[src/rtl/countdown_timer.sv]
// -----------------------------------------------------------------------------
// countdown_timer
//   Loadable down-counter used as the shared timeout/delay primitive.
//   - A producer loads a terminal value over a valid/ready handshake.
//   - start arms the timer. It counts down by one per clock and emits a
//     one-cycle done pulse when the count reaches zero.
//   - expired_cnt counts done pulses and saturates at all-ones.
//   Optional build macro: COUNTDOWN_AUTO_RELOAD_EN
//     When defined, an expiry in RUN reloads the last loaded value, so done
//     repeats periodically until stop or pause. A zero reload value still
//     returns the timer to IDLE.
//     When undefined, the timer is one-shot and the reload register is absent.
// -----------------------------------------------------------------------------
module countdown_timer #(
  parameter int WIDTH = 5
) (
  input  logic             clk,
  input  logic             reset,
  input  logic             load_valid,
  input  logic [WIDTH-1:0] load_value,
  output logic             load_ready,
  input  logic             start,
  input  logic             pause,
  input  logic             stop,
  output logic [WIDTH-1:0] count,
  output logic             busy,
  output logic             done,
  output logic [WIDTH-1:0] expired_cnt
);

  typedef enum logic [1:0] {
    ST_IDLE = 2'd0,
    ST_RUN  = 2'd1,
    ST_HOLD = 2'd2
  } state_t;

  localparam logic [WIDTH-1:0] CNT_ZERO = {WIDTH{1'b0}};
  localparam logic [WIDTH-1:0] CNT_ONE  = {{(WIDTH-1){1'b0}}, 1'b1};
  localparam logic [WIDTH-1:0] CNT_MAX  = {WIDTH{1'b1}};

  // Saturating increment: holds at all-ones instead of wrapping to zero.
  function automatic logic [WIDTH-1:0] sat_inc(input logic [WIDTH-1:0] value);
    logic [WIDTH-1:0] result;
    if (value == CNT_MAX) begin
      result = CNT_MAX;
    end else begin
      result = value + CNT_ONE;
    end
    return result;
  endfunction

  state_t           state_r;
  state_t           state_s;
  logic [WIDTH-1:0] count_r;
  logic [WIDTH-1:0] count_s;
  logic             done_r;
  logic             done_s;
  logic [WIDTH-1:0] expired_r;
  logic [WIDTH-1:0] expired_s;
  logic             load_acc_s;
  logic [WIDTH-1:0] eff_count_s;
`ifdef COUNTDOWN_AUTO_RELOAD_EN
  logic [WIDTH-1:0] reload_r;
  logic [WIDTH-1:0] reload_s;
`endif

  // Load handshake: accepted outside RUN unless a higher-priority stop or
  // pause is present on the same edge.
  always_comb begin
    load_acc_s = 1'b0;
    if ((state_r != ST_RUN) && load_valid && !stop && !pause) begin
      load_acc_s = 1'b1;
    end else begin
      load_acc_s = 1'b0;
    end
    // A start on the same edge as an accepted load arms with the new value.
    if (load_acc_s) begin
      eff_count_s = load_value;
    end else begin
      eff_count_s = count_r;
    end
  end

  // Next-state and next-datapath logic; priority stop > pause > load > start > decrement.
  always_comb begin
    state_s = state_r;
    count_s = eff_count_s;
    done_s  = 1'b0;
`ifdef COUNTDOWN_AUTO_RELOAD_EN
    if (load_acc_s) begin
      reload_s = load_value;
    end else begin
      reload_s = reload_r;
    end
`endif
    case (state_r)
      ST_IDLE: begin
        if (stop || pause) begin
          state_s = ST_IDLE;
        end else if (start) begin
          if (eff_count_s != CNT_ZERO) begin
            state_s = ST_RUN;
          end else begin
            // Arming with zero expires immediately without entering RUN.
            done_s  = 1'b1;
            state_s = ST_IDLE;
          end
        end else begin
          state_s = ST_IDLE;
        end
      end
      ST_HOLD: begin
        if (stop) begin
          state_s = ST_IDLE;
        end else if (pause) begin
          state_s = ST_HOLD;
        end else if (start) begin
          if (eff_count_s != CNT_ZERO) begin
            state_s = ST_RUN;
          end else begin
            // A zero reloaded while held expires rather than running from zero.
            done_s  = 1'b1;
            state_s = ST_IDLE;
          end
        end else begin
          state_s = ST_HOLD;
        end
      end
      ST_RUN: begin
        if (stop) begin
          state_s = ST_IDLE;
        end else if (pause) begin
          state_s = ST_HOLD;
        end else if (count_r > CNT_ONE) begin
          count_s = count_r - CNT_ONE;
          state_s = ST_RUN;
        end else if (count_r == CNT_ONE) begin
          done_s = 1'b1;
`ifdef COUNTDOWN_AUTO_RELOAD_EN
          if (reload_r != CNT_ZERO) begin
            count_s = reload_r;
            state_s = ST_RUN;
          end else begin
            count_s = CNT_ZERO;
            state_s = ST_IDLE;
          end
`else
          count_s = CNT_ZERO;
          state_s = ST_IDLE;
`endif
        end else begin
          // RUN with a zero count is unreachable; fall back to IDLE quietly.
          count_s = CNT_ZERO;
          state_s = ST_IDLE;
        end
      end
      default: begin
        // Illegal encoding: recover to IDLE, keep the count.
        state_s = ST_IDLE;
        count_s = count_r;
      end
    endcase
    if (done_s) begin
      expired_s = sat_inc(expired_r);
    end else begin
      expired_s = expired_r;
    end
  end

  // State and datapath registers with asynchronous clear.
  always_ff @(posedge clk or posedge reset) begin
    if (reset) begin
      state_r   <= ST_IDLE;
      count_r   <= CNT_ZERO;
      done_r    <= 1'b0;
      expired_r <= CNT_ZERO;
    end else begin
      state_r   <= state_s;
      count_r   <= count_s;
      done_r    <= done_s;
      expired_r <= expired_s;
    end
  end

`ifdef COUNTDOWN_AUTO_RELOAD_EN
  // Reload value register, captured on every accepted load.
  always_ff @(posedge clk or posedge reset) begin
    if (reset) begin
      reload_r <= CNT_ZERO;
    end else begin
      reload_r <= reload_s;
    end
  end
`endif

  assign count       = count_r;
  assign done        = done_r;
  assign expired_cnt = expired_r;
  assign busy        = (state_r == ST_RUN);
  assign load_ready  = (state_r != ST_RUN);

endmodule

[config.mk]
export PLATFORM = sky130hd
export DESIGN_NAME = countdown_timer
export DESIGN_NICKNAME = d
export VERILOG_FILES = /design/src/rtl/countdown_timer.sv
export SDC_FILE = /design/constraint.sdc
export NUM_CORES = 1
export LEC_CHECK = 0
export BUFFER_PORTS_ARGS = -buffer_cell sky130_fd_sc_hd__buf_4
export CORE_MARGIN = 5
export CORE_UTILIZATION = 50
export DETAILED_ROUTE_END_ITERATION = 8
export GPL_ROUTABILITY_DRIVEN = 1
export PLACE_DENSITY = 0.78
export REMOVE_ABC_BUFFERS = 1
export SLEW_MARGIN = 20
export SYNTH_ARGS = -nofsm -noshare
export SYNTH_HDL_FRONTEND = slang
export SYNTH_SLANG_ARGS = --single-unit
[constraint.sdc]
create_clock -name clk -period 2.25 [get_ports clk]
set_clock_uncertainty 0.15 [all_clocks]
set_input_delay 0 -clock clk [delete_from_list [all_inputs] [get_ports clk]]
set_output_delay 0 -clock clk [all_outputs]
set_load 0.02 [all_outputs]
==> results of run 1 <==
## flip-flops by register name, summed over array words and instances (netlist names)
register / count
expired_cnt: 5
count: 5
state_r: 2
done: 1
## layout make-up
cell class | instances | share of cell area [%]
Clock buffer | 4 | 2.280
Inverter | 4 | 1.412
Multi-Input combinational cell | 65 | 43.97
Sequential cell | 13 | 28.23
Tap cell | 16 | 1.737
Timing Repair Buffer | 32 | 22.37
## final timing paths
| kind | from | endpoint | slack (ns) | cells after the start |
|---|---|---|---|---|
| setup / recovery | load_value[2] | expired_cnt[3]$_DFFE_PP0P_ | 0.19 | 7 |
| hold / removal | load_valid | state_r[0]$_DFF_PP0_ | 0.008 | 3 |
| setup reg to reg | count[3]$_DFFE_PP0P_ | expired_cnt[3]$_DFFE_PP0P_ | 0.22 | 5 |
| hold reg to reg | expired_cnt[4]$_DFFE_PP0P_ | expired_cnt[4]$_DFFE_PP0P_ | 0.38 | 1 |
| max in group asynchronous | reset | expired_cnt[4]$_DFFE_PP0P_ | 1.48 | 3 |
| min in group asynchronous | reset | state_r[1]$_DFF_PP0_ | 0.14 | 3 |
## through the flow
| stage | utilization [%] | instance area, sq um |
|---|---|---|
| final | 73.92 | 1152 |
| after global routing | 73.92 | 1152 |
| after CTS | 73.92 | 1152 |
| after detailed placement | 67.74 | 1056 |
| after global placement | 67.74 | 1056 |
| after floorplan | - | 848.3 |
## layer usage
layer,global-route usage (%),up-vias
met4,6.726,0
li1,-,386
met1,23.73,359
met2,25.32,22
met5,0,-
met3,2.907,2
## logic make-up after synthesis
logic type / count (synthesis) / synth area share [%]
simple gates: 31 / 26.25
flops: 13 / 38.35
fa+ha+maj: 3 / 4.425
buf+inv: 4 / 1.917
compound gates: 24 / 20.21
mux: 7 / 8.849
## timing repair
action | in CTS | in global routing
endpoints found under the hold margin | 18 | 0
endpoints found under the setup margin | 0 | 1
hold buffers | 7 | 0
resized for setup | 0 | 0
## worst min-delay path, stage by stage
cell and delay [ns]:
buf_4 0.10, a311oi_2 0.11, o31ai_1 0.18
## power by group
| group | internal [mW] | switching (mW) | leakage [nW] |
|---|---|---|---|
| clock network | 0.0686 | 0.0774 | 0.0150 |
| logic | 0.215 | 0.231 | 0.378 |
| registers | 0.289 | 0.0759 | 0.169 |
## cells in the final DEF (no fill, tap or decap), types with 2 or more instances in the layout
cell type and count:
o21a_1 2, dlygate4sd3_1 7, ha_1 3, nand3_1 2, mux2_1 4, nand4_1 2
nand2b_1 2, nand2_1 7, mux2i_1 3, o21ai_0 5, nor2_1 5, buf_4 25
dfrtp_1 13, a21oi_1 4, clkbuf_4 3, nand3b_1 2, inv_1 3, o21ai_1 3
==> results by group, run 1 <==
Synthesis
  – Post-synthesis instance area: 848.3 sq um
  – Leading post-synthesis cells by cell area: dfrtp_1, mux2_1, ha_1
  – Most used DFF post-synth: dfrtp_1
  – Count of different cell masters after synthesis: 37
  – Number of register bits inferred by synthesis: 13
  – Avg Cell Area, Syn: 10.35 sq um
  – Count of synthesis-stage warnings from yosys: 0
  – Fraction of synthesis flops using an asynchronous set or reset pin: 100.0%
  – Yosys top cell by area: dfrtp_1
  – Top-count cell post-synth: dfrtp_1
  – List of most frequent post-synthesis cells: dfrtp_1, nand2_1, nor2_1, o21ai_0
  – Number of instances in the synthesized netlist: 82
  – Fraction of synthesized cell area taken by the top area cell type: 38.35%
  – Seq/Total Area, Yosys: 38.35%
  – Number of enable-type register cells in the synthesized netlist: 0

Global routing
  – Number of antenna violations at the first check in global routing: 0
  – Number of global-route vias before repair: 730
  – Total routing usage reported by global routing: 16.78%
  – Largest net degree at the start of global routing: 14
  – First-pass GRT wire length: 3.305 mm
  – Remaining Overflow, GRT: 0

Critical path
  – Critical path endpoint category: register
  – Worst path bufs/invs: 2
  – Crit Path Category: in -> reg
  – Worst path arrival time: 2.07 ns
  – Critical path launch point type: primary input
  – Crit-path leading delay family: simple AND/OR/NAND/NOR gates
  – Critical path's largest stage delay: 0.55 ns
  – Master of the slowest instance on the critical path: dlygate4sd3_1
  – Critical path data required time: 2.26 ns
  – Cells traversed along the worst timing path: dlygate4sd3_1 > buf_4 > or4_4 > nor4_4 > o21bai_2 > a21oi_1 > mux2_1
  – Highest fanout seen on the critical path: 3

Floorplanning
  – Site row count: 14
  – Die height: 51.19 microns
  – Boundary Pins: 24
  – Die width: 51.19 microns
  – Starting Density: 54.41%
  – Die Area: 0.002620 sq mm
  – Core ar.: 0.001559 sq mm

Place
  – Pre-CTS setup slack: 0.2222 ns
  – I/O Buffers: 23
  – Routability cong.: 0.7802
  – Cell Count Post-Placement: 123
  – HPWL after detailed placement: 1.575 mm

Layout
  – Footprint of the multi-input gates: 506.7 sq um
  – Area Growth Syn to Fin: 35.84%
  – Number of nets in the layout: 133
  – Diode count: 0
  – Layout Cells excl Fill: 134
  – Storage element area: 325.3 sq um
  – Number of inserted filler cells in the final layout: 123
  – Ratio of cells with drive above 1 in the final layout: 34.75%

Routing
  – Met3 routed wirelength: 86 microns
  – Count of vias placed by the detailed router: 769
  – Routed WL per cell: 15.43 microns
  – Pre-antenna DRT Iters: 4
  – Routed met1 length: 957 microns
  – Remaining design rule violation count: 0
  – Wire length after detailed routing: 2.068 mm
  – Highest signal layer in the routed design: met4
  – Met2 routed wirelength: 1.011 mm
  – Vias per cell: 5.739
  – Antenna viol nets, final: 0
  – Number of DRC markers in iteration 0: 24

STA
  – Worst slew pin tran: 0.5303 ns
  – Setup-failing EPs final: 0
  – Clock period minus worst slack: 2.061 ns
  – Worst hold slack: 0.008014 ns
  – Final setup TNS: 0 ns
  – Maximum clock frequency: 485.2 MHz
  – Worst slew margin relative to its limit: 64.41%
  – Final hold violations: 0
  – Final Cycle Share: 91.61%
  – Final critical-path setup slack: 0.1889 ns
  – Pins over their slew limit: 0
  – RSZ-0062 raised after global routing: no

Run status
  – Outcome: complete, no violations

Clock network
  – Total clock sinks: 13
  – Root Buffer Master: clkbuf_4
  – TritonCTS buffer count: 3
  – Buffer levels on the longest clock path: 2
  – Post-CTS setup buffer count: 0
  – Source-to-sink clock delay at the later pin of the worst-skew pair: 0.27 ns
  – Clock tree from TritonCTS: built
  – Level count of the clock H-tree: 1
  – Clk slew on worst S/H paths: 0.08 ns

Power
  – Overall power after layout: 956.0 uW
  – Maximum vdd ir drop: 0.5599 mV
  – Leakage power: 0.5625 nW
  – Pwr Density: 829.6 mW/mm^2

Min path
  – Path category of the worst min-delay check: in -> reg

Run
  – Number of max-cap violations: 0
(Power assumes the default switching activity.)
==> run 2, diff against run 1 <==
- CORE_UTILIZATION: 50 -> 45
- PLACE_DENSITY: 0.78 -> 0.74
- clock period: 2.25 -> 1.7 ns (I/O delays scaled with it)
==> run 2 against run 1 <==
Against the previous run:
- the run now ends with negative setup slack left
- routed wire length increased by 31%
- die area increased by 8.9%
- cell area is 29% higher
- sequential share of layout area shrank 6.3 points
- combinational power grew 120%
- global-route usage increased by 2.7 points
- sequential cell count stayed put
- setup slack got worse by 0.44 ns
- power increased by 71%
- via count up 20%
- sequential power up 23%
- largest power group unchanged
- highest routed layer unchanged
==> results by group, run 2 (same netlist as run 1, synthesis figures left out) <==
Clock network
  – Source-to-sink clock delay at the later pin of the worst-skew pair: 0.28 ns
  – TritonCTS buffer count: 3
  – Buffer levels on the longest clock path: 2
  – Total clock sinks: 13
  – Clock tree from TritonCTS: built
  – Clk slew on worst S/H paths: 0.08 ns
  – Root Buffer Master: clkbuf_4
  – Level count of the clock H-tree: 1

Place
  – Routability cong.: 0.8075
  – I/O Buffers: 23
  – HPWL after detailed placement: 1.846 mm
  – Pre-CTS setup slack: -0.2782 ns

Critical path
  – Critical path launch point type: register
  – Critical path's largest stage delay: 0.42 ns
  – Setup crit end: expired_cnt[2]$_DFFE_PP0P_
  – Number of cells on the worst reg-to-reg path: 5
  – Crit Path Category: reg -> reg
  – Highest fanout seen on the critical path: 3
  – Critical path data required time: 1.72 ns
  – Worst path bufs/invs: 0
  – Worst path arrival time: 1.98 ns
  – Cells traversed along the worst timing path: or3_4 > a311oi_4 > o21bai_2 > a21boi_1 > mux2_1
  – Setup slack on the worst flop-to-flop path: -0.26 ns
  – Critical path endpoint category: register
  – Crit-path leading delay family: compound AO/OA/AOI/OAI gates
  – Depth of the critical timing path with buffers and inverters included: 5
  – Start point of the critical path: count[4]$_DFFE_PP0P_
  – R2r startpoint: count[4]$_DFFE_PP0P_
  – Master of the slowest instance on the critical path: or3_4
  – Critical register-to-register path endpoint: expired_cnt[2]$_DFFE_PP0P_

Power
  – Clk network pwr share: 12.0%
  – Maximum vdd ir drop: 0.8003 mV
  – Pwr Density: 1102 mW/mm^2
  – Switching power: 645.1 uW
  – Leakage power: 0.7204 nW
  – Part of the power in registers: 27.4%
  – Total internal power: 992.2 uW
  – Proportion of total power due to net switching: 39.40%
  – Combinational share of power: 60.7%
  – Overall power after layout: 1.637 mW

Routing
  – Antenna viol nets, final: 0
  – Pre-antenna DRT Iters: 4
  – Routed WL per cell: 15.85 microns
  – Vias per cell: 5.374
  – Number of DRC markers in iteration 0: 31
  – Count of vias placed by the detailed router: 919
  – Remaining design rule violation count: 0
  – Wire length after detailed routing: 2.711 mm

Floorplanning
  – Starting Density: 48.09%
  – Die height: 53.42 microns
  – Boundary Pins: 24
  – Core ar.: 0.001764 sq mm
  – Die width: 53.42 microns
  – Die Area: 0.002854 sq mm
  – Site row count: 15

Run status
  – Failing checks: negative setup slack
  – Outcome: complete, but fails checks

Layout
  – Area Growth Syn to Fin: 75.07%
  – Storage element area: 325.3 sq um
  – Diode count: 0
  – Ratio of cells with drive above 1 in the final layout: 56.85%
  – Number of inserted filler cells in the final layout: 96
  – Most common cell after layout, fill and taps aside: buf_4
  – Footprint of the multi-input gates: 601.8 sq um
  – Number of nets in the layout: 161
  – Most used cells in the layout excluding fill and tap cells: buf_4, dfrtp_1, nand2_1, dlygate4sd3_1

STA
  – Setup-failing EPs final: 10
  – Worst slew pin tran: 0.4847 ns
  – Final Cycle Share: 115.1%
  – Pins over their slew limit: 0
  – Final critical-path setup slack: -0.2561 ns
  – Clock period minus worst slack: 1.956 ns
  – Maximum clock frequency: 511.2 MHz
  – Worst slew margin relative to its limit: 67.65%
  – RSZ-0062 raised after global routing: yes
  – Final hold violations: 0

Global routing
  – Number of antenna violations at the first check in global routing: 0
  – Fraction of met2 tracks used by global routing: 34.49%
  – Grt peak-use layer: met2
  – First-pass GRT wire length: 4.022 mm
  – Met1 Use GR: 23.67%
  – Largest net degree at the start of global routing: 14
  – Number of global-route vias before repair: 880
  – Total routing usage reported by global routing: 19.47%
  – GR Util met3: 4.507%
  – Remaining Overflow, GRT: 0

Run
  – Number of max-cap violations: 0

Min path
  – Path category of the worst min-delay check: in -> reg
==> run 2: area by class of cell <==
class / instances / area share (%)
sequential: 13 / 21.90
clock buffer: 4 / 1.769
tap: 25 / 2.106
multi-input combinational: 65 / 40.52
inverter: 4 / 1.179
timing repair buffer: 60 / 32.52
==> run 2: how the worst min path moves through the flow <==
stage | start | endpoint | cells after the start | slack, ns
2_1_floorplan | reset | count[0]$_DFFE_PP0P_ | 1 | -0.27
3_3_place_gp | reset | done$_DFF_PP0_ | 2 | -0.11
3_5_place_dp | reset | state_r[0]$_DFF_PP0_ | 2 | -0.1
4_1_cts | load_value[0] | count[0]$_DFFE_PP0P_ | 4 | 0.04
5_1_grt | load_value[0] | count[0]$_DFFE_PP0P_ | 4 | 0.07
6_report | load_value[0] | count[0]$_DFFE_PP0P_ | 4 | 0.04
==> run 2: worst register-to-register path, delay by kind of cell, from the launching register on <==
family	cells	cell delay (ns)
flip-flops	1	0.40
multiplexers	1	0.33
AO/OA/AOI/OAI	3	0.55
AND/OR/NAND/NOR	1	0.42
==> run 2: per-stage QoR <==
stage          hold WS [ns]  cell area [sq um]  util [%]  setup TNS (ns)  std cells
2_1_floorplan       -0.2730              848.3         -          -1.566         82
3_3_place_gp        -0.1115               1225     69.43         -0.9372        153
3_5_place_dp       -0.09687               1225     69.43          -1.504        153
4_1_cts             0.04294               1348     76.38          -1.424        166
5_1_grt             0.07085               1485     84.18          -1.923        171
6_report            0.04416               1485     84.18          -1.407        171
==> run 2: power by group through the flow <==
stage	sequential (mW)	combinational, mW	clock, mW
6_report	0.448	0.994	0.196
5_1_grt	0.458	1.06	0.209
4_1_cts	0.446	0.823	0.195
3_5_place_dp	0.450	0.775	0
3_3_place_gp	0.441	0.757	0
2_1_floorplan	0.564	0.271	0
==> run 2: routing by layer <==
layer,part of all wire [%],vias to the layer above
met5,0,-
met2,53,26
met4,1.3,0
met1,41,448
met3,4.5,6
li1,-,439
==> run 2: repair_timing <==
action                                  4_1_cts  5_1_grt
endpoints found under the setup margin       10       11
pin swaps                                     3        5
hold endpoints to repair                     18        0
cloned                                        0        0
setup buffers                                 2        6
gates resized for setup                       3       24
hold buffers                                  7        0
==> run 3, diff against run 2 <==
- CORE_MARGIN: 5 -> 3
- CORE_UTILIZATION: 45 -> 50
- PLACE_DENSITY: 0.74 -> 0.78
- REMOVE_ABC_BUFFERS: 1 -> default
- clock period: 1.7 -> 1.99 ns (I/O delays scaled with it)
==> run 3 against run 2 <==
Against the previous run:
- the run ends with negative hold slack left
- hold slack got worse by 0.061 ns
- sequential power fell by 12%
- cell area fell by 17%
- via count fell by 10%
- fmax rose by 0.99%
- cell count fell by 18%
- critical path depth did not move
- highest routed layer unchanged
==> results by group, run 3 (same netlist as run 1, synthesis figures left out) <==
Clock network
  – TritonCTS buffer count: 3
  – Root Buffer Master: clkbuf_4
  – Clk slew on worst S/H paths: 0.07 ns
  – Buffer levels on the longest clock path: 2
  – Source-to-sink clock delay at the later pin of the worst-skew pair: 0.27 ns
  – Total clock sinks: 13
  – Level count of the clock H-tree: 1
  – Clock tree from TritonCTS: built

Place
  – HPWL after detailed placement: 1.616 mm
  – I/O Buffers: 23
  – Routability cong.: 0.8237
  – Cell Count Post-Placement: 129
  – Total cell area at the placement stage: 0.001104 sq mm

Critical path
  – Cells traversed along the worst timing path: or3_4 > a311oi_4 > o21bai_2 > a21boi_1 > mux2_1
  – Highest fanout seen on the critical path: 3
  – Critical path data required time: 2.00 ns
  – Critical path's largest stage delay: 0.40 ns
  – Number of cells on the worst reg-to-reg path: 5
  – Critical path launch point type: register
  – Crit Path Category: reg -> reg
  – Worst path arrival time: 1.94 ns
  – Master of the slowest instance on the critical path: dfrtp_2
  – Critical path endpoint category: register

Power
  – Total internal power: 706.1 uW
  – Proportion of total power due to net switching: 39.07%
  – Switching power: 452.8 uW
  – Pwr Density: 937.5 mW/mm^2
  – Combinational share of power: 52.3%
  – Clk network pwr share: 13.6%
  – Leakage power: 0.5954 nW
  – Maximum vdd ir drop: 0.6542 mV
  – Part of the power in registers: 34.2%

STA
  – Clock period minus worst slack: 1.937 ns
  – Worst slew pin tran: 0.4789 ns
  – Final Cycle Share: 97.33%
  – Worst hold slack: -0.01706 ns
  – RSZ-0062 raised after global routing: yes
  – Pins over their slew limit: 0
  – Maximum clock frequency: 516.3 MHz
  – Setup-failing EPs final: 0
  – Final setup TNS: 0 ns
  – Worst slew margin relative to its limit: 68.04%
  – Final hold violations: 1

Layout
  – Number of nets in the layout: 140
  – Most used cells in the layout excluding fill and tap cells: buf_4, dfrtp_1, nand2_1, dlygate4sd3_1, o21ai_0
  – Final instance area: 0.001236 sq mm
  – Area Growth Syn to Fin: 45.72%
  – Fraction of the core area covered by cells at the end of the flow: 79.29%
  – Layout Cells excl Fill: 141
  – Ratio of cells with drive above 1 in the final layout: 43.20%
  – Most common cell after layout, fill and taps aside: buf_4
  – Diode count: 0

Routing
  – Pre-antenna DRT Iters: 5
  – Vias per cell: 5.865
  – Antenna viol nets, final: 0
  – Remaining design rule violation count: 0
  – Number of DRC markers in iteration 0: 14
  – Count of vias placed by the detailed router: 827
  – Wire length after detailed routing: 2.125 mm
  – Routed WL per cell: 15.07 microns

Run status
  – Failing checks: negative hold slack
  – Outcome: complete, but fails checks

Synthesis
  – Synthesized netlist net count: 96

Floorplanning
  – Die width: 47.19 microns
  – Die Area: 0.002227 sq mm
  – Starting Density: 54.41%
  – Core ar.: 0.001559 sq mm
  – Die height: 47.19 microns
  – Site row count: 14
  – Boundary Pins: 24

Min path
  – Path category of the worst min-delay check: in -> reg
  – Hold Path Stages: 4

Global routing
  – Largest net degree at the start of global routing: 14
  – Number of global-route vias before repair: 760
  – First-pass GRT wire length: 3.332 mm
  – Number of antenna violations at the first check in global routing: 0
  – Remaining Overflow, GRT: 0
  – Total routing usage reported by global routing: 21.16%

Run
  – Number of max-cap violations: 0
==> run 3: repair_timing <==
item	4_1_cts	5_1_grt
hold buffers	7	0
setup buffers	0	1
gates resized for setup	0	7
endpoints found under the setup margin	0	5
hold endpoints to repair	18	0
==> run 3: routing by layer <==
metal  vias to the layer above  track usage, %  wire length [microns]
met1                       406           27.53                    941
met3                         2           4.598                     87
met4                         0           3.315                      4
li1                        398               -                      -
met5                         -               0                      0
met2                        21           36.59                   1092
==> run 3: worst paths after layout <==
kind	start	endpoint	slack, ns
min in group asynchronous	reset	expired_cnt[0]$_DFFE_PP0P_	0.15
worst max-delay path	count[4]$_DFFE_PP0P_	expired_cnt[2]$_DFFE_PP0P_	0.05
worst min register to register	expired_cnt[4]$_DFFE_PP0P_	expired_cnt[4]$_DFFE_PP0P_	0.38
worst max register to register	count[4]$_DFFE_PP0P_	expired_cnt[2]$_DFFE_PP0P_	0.05
max in group asynchronous	reset	count[4]$_DFFE_PP0P_	1.19
worst min-delay path	pause	state_r[0]$_DFF_PP0_	-0.02
==> run 3: power groups by stage <==
stage | Sequential (mW) | Clock (mW) | Combinational, mW
2_1_floorplan | 0.485 | 0 | 0.232
3_3_place_gp | 0.391 | 0 | 0.544
3_5_place_dp | 0.397 | 0 | 0.555
4_1_cts | 0.393 | 0.162 | 0.570
5_1_grt | 0.407 | 0.173 | 0.662
6_report | 0.396 | 0.157 | 0.606
==> run 3: stage by stage <==
step / setup WS, ns / power, mW
finish: 0.05305 / 1.159
global route: -0.01372 / 1.242
CTS: 0.007881 / 1.125
detailed placement: 0.01448 / 0.9519
global placement: 0.06155 / 0.9352
floorplan: 0.003588 / 0.7164
==> run 3: critical path, delay by kind of cell, from the launching register on <==
| family | cells | cell delay, ns |
|---|---|---|
| AO/OA/AOI/OAI | 3 | 0.54 |
| multiplexers | 1 | 0.33 |
| flip-flops | 1 | 0.40 |
| AND/OR/NAND/NOR | 1 | 0.40 |
==> run 3: layout make-up <==
class	count	area [sq um]
Timing Repair Buffer	39	310.3
Multi-Input combinational cell	65	534.3
Tap cell	16	20.02
Clock buffer	4	26.28
Fill cell	115	322.8
Sequential cell	13	329.1
Inverter	4	16.27
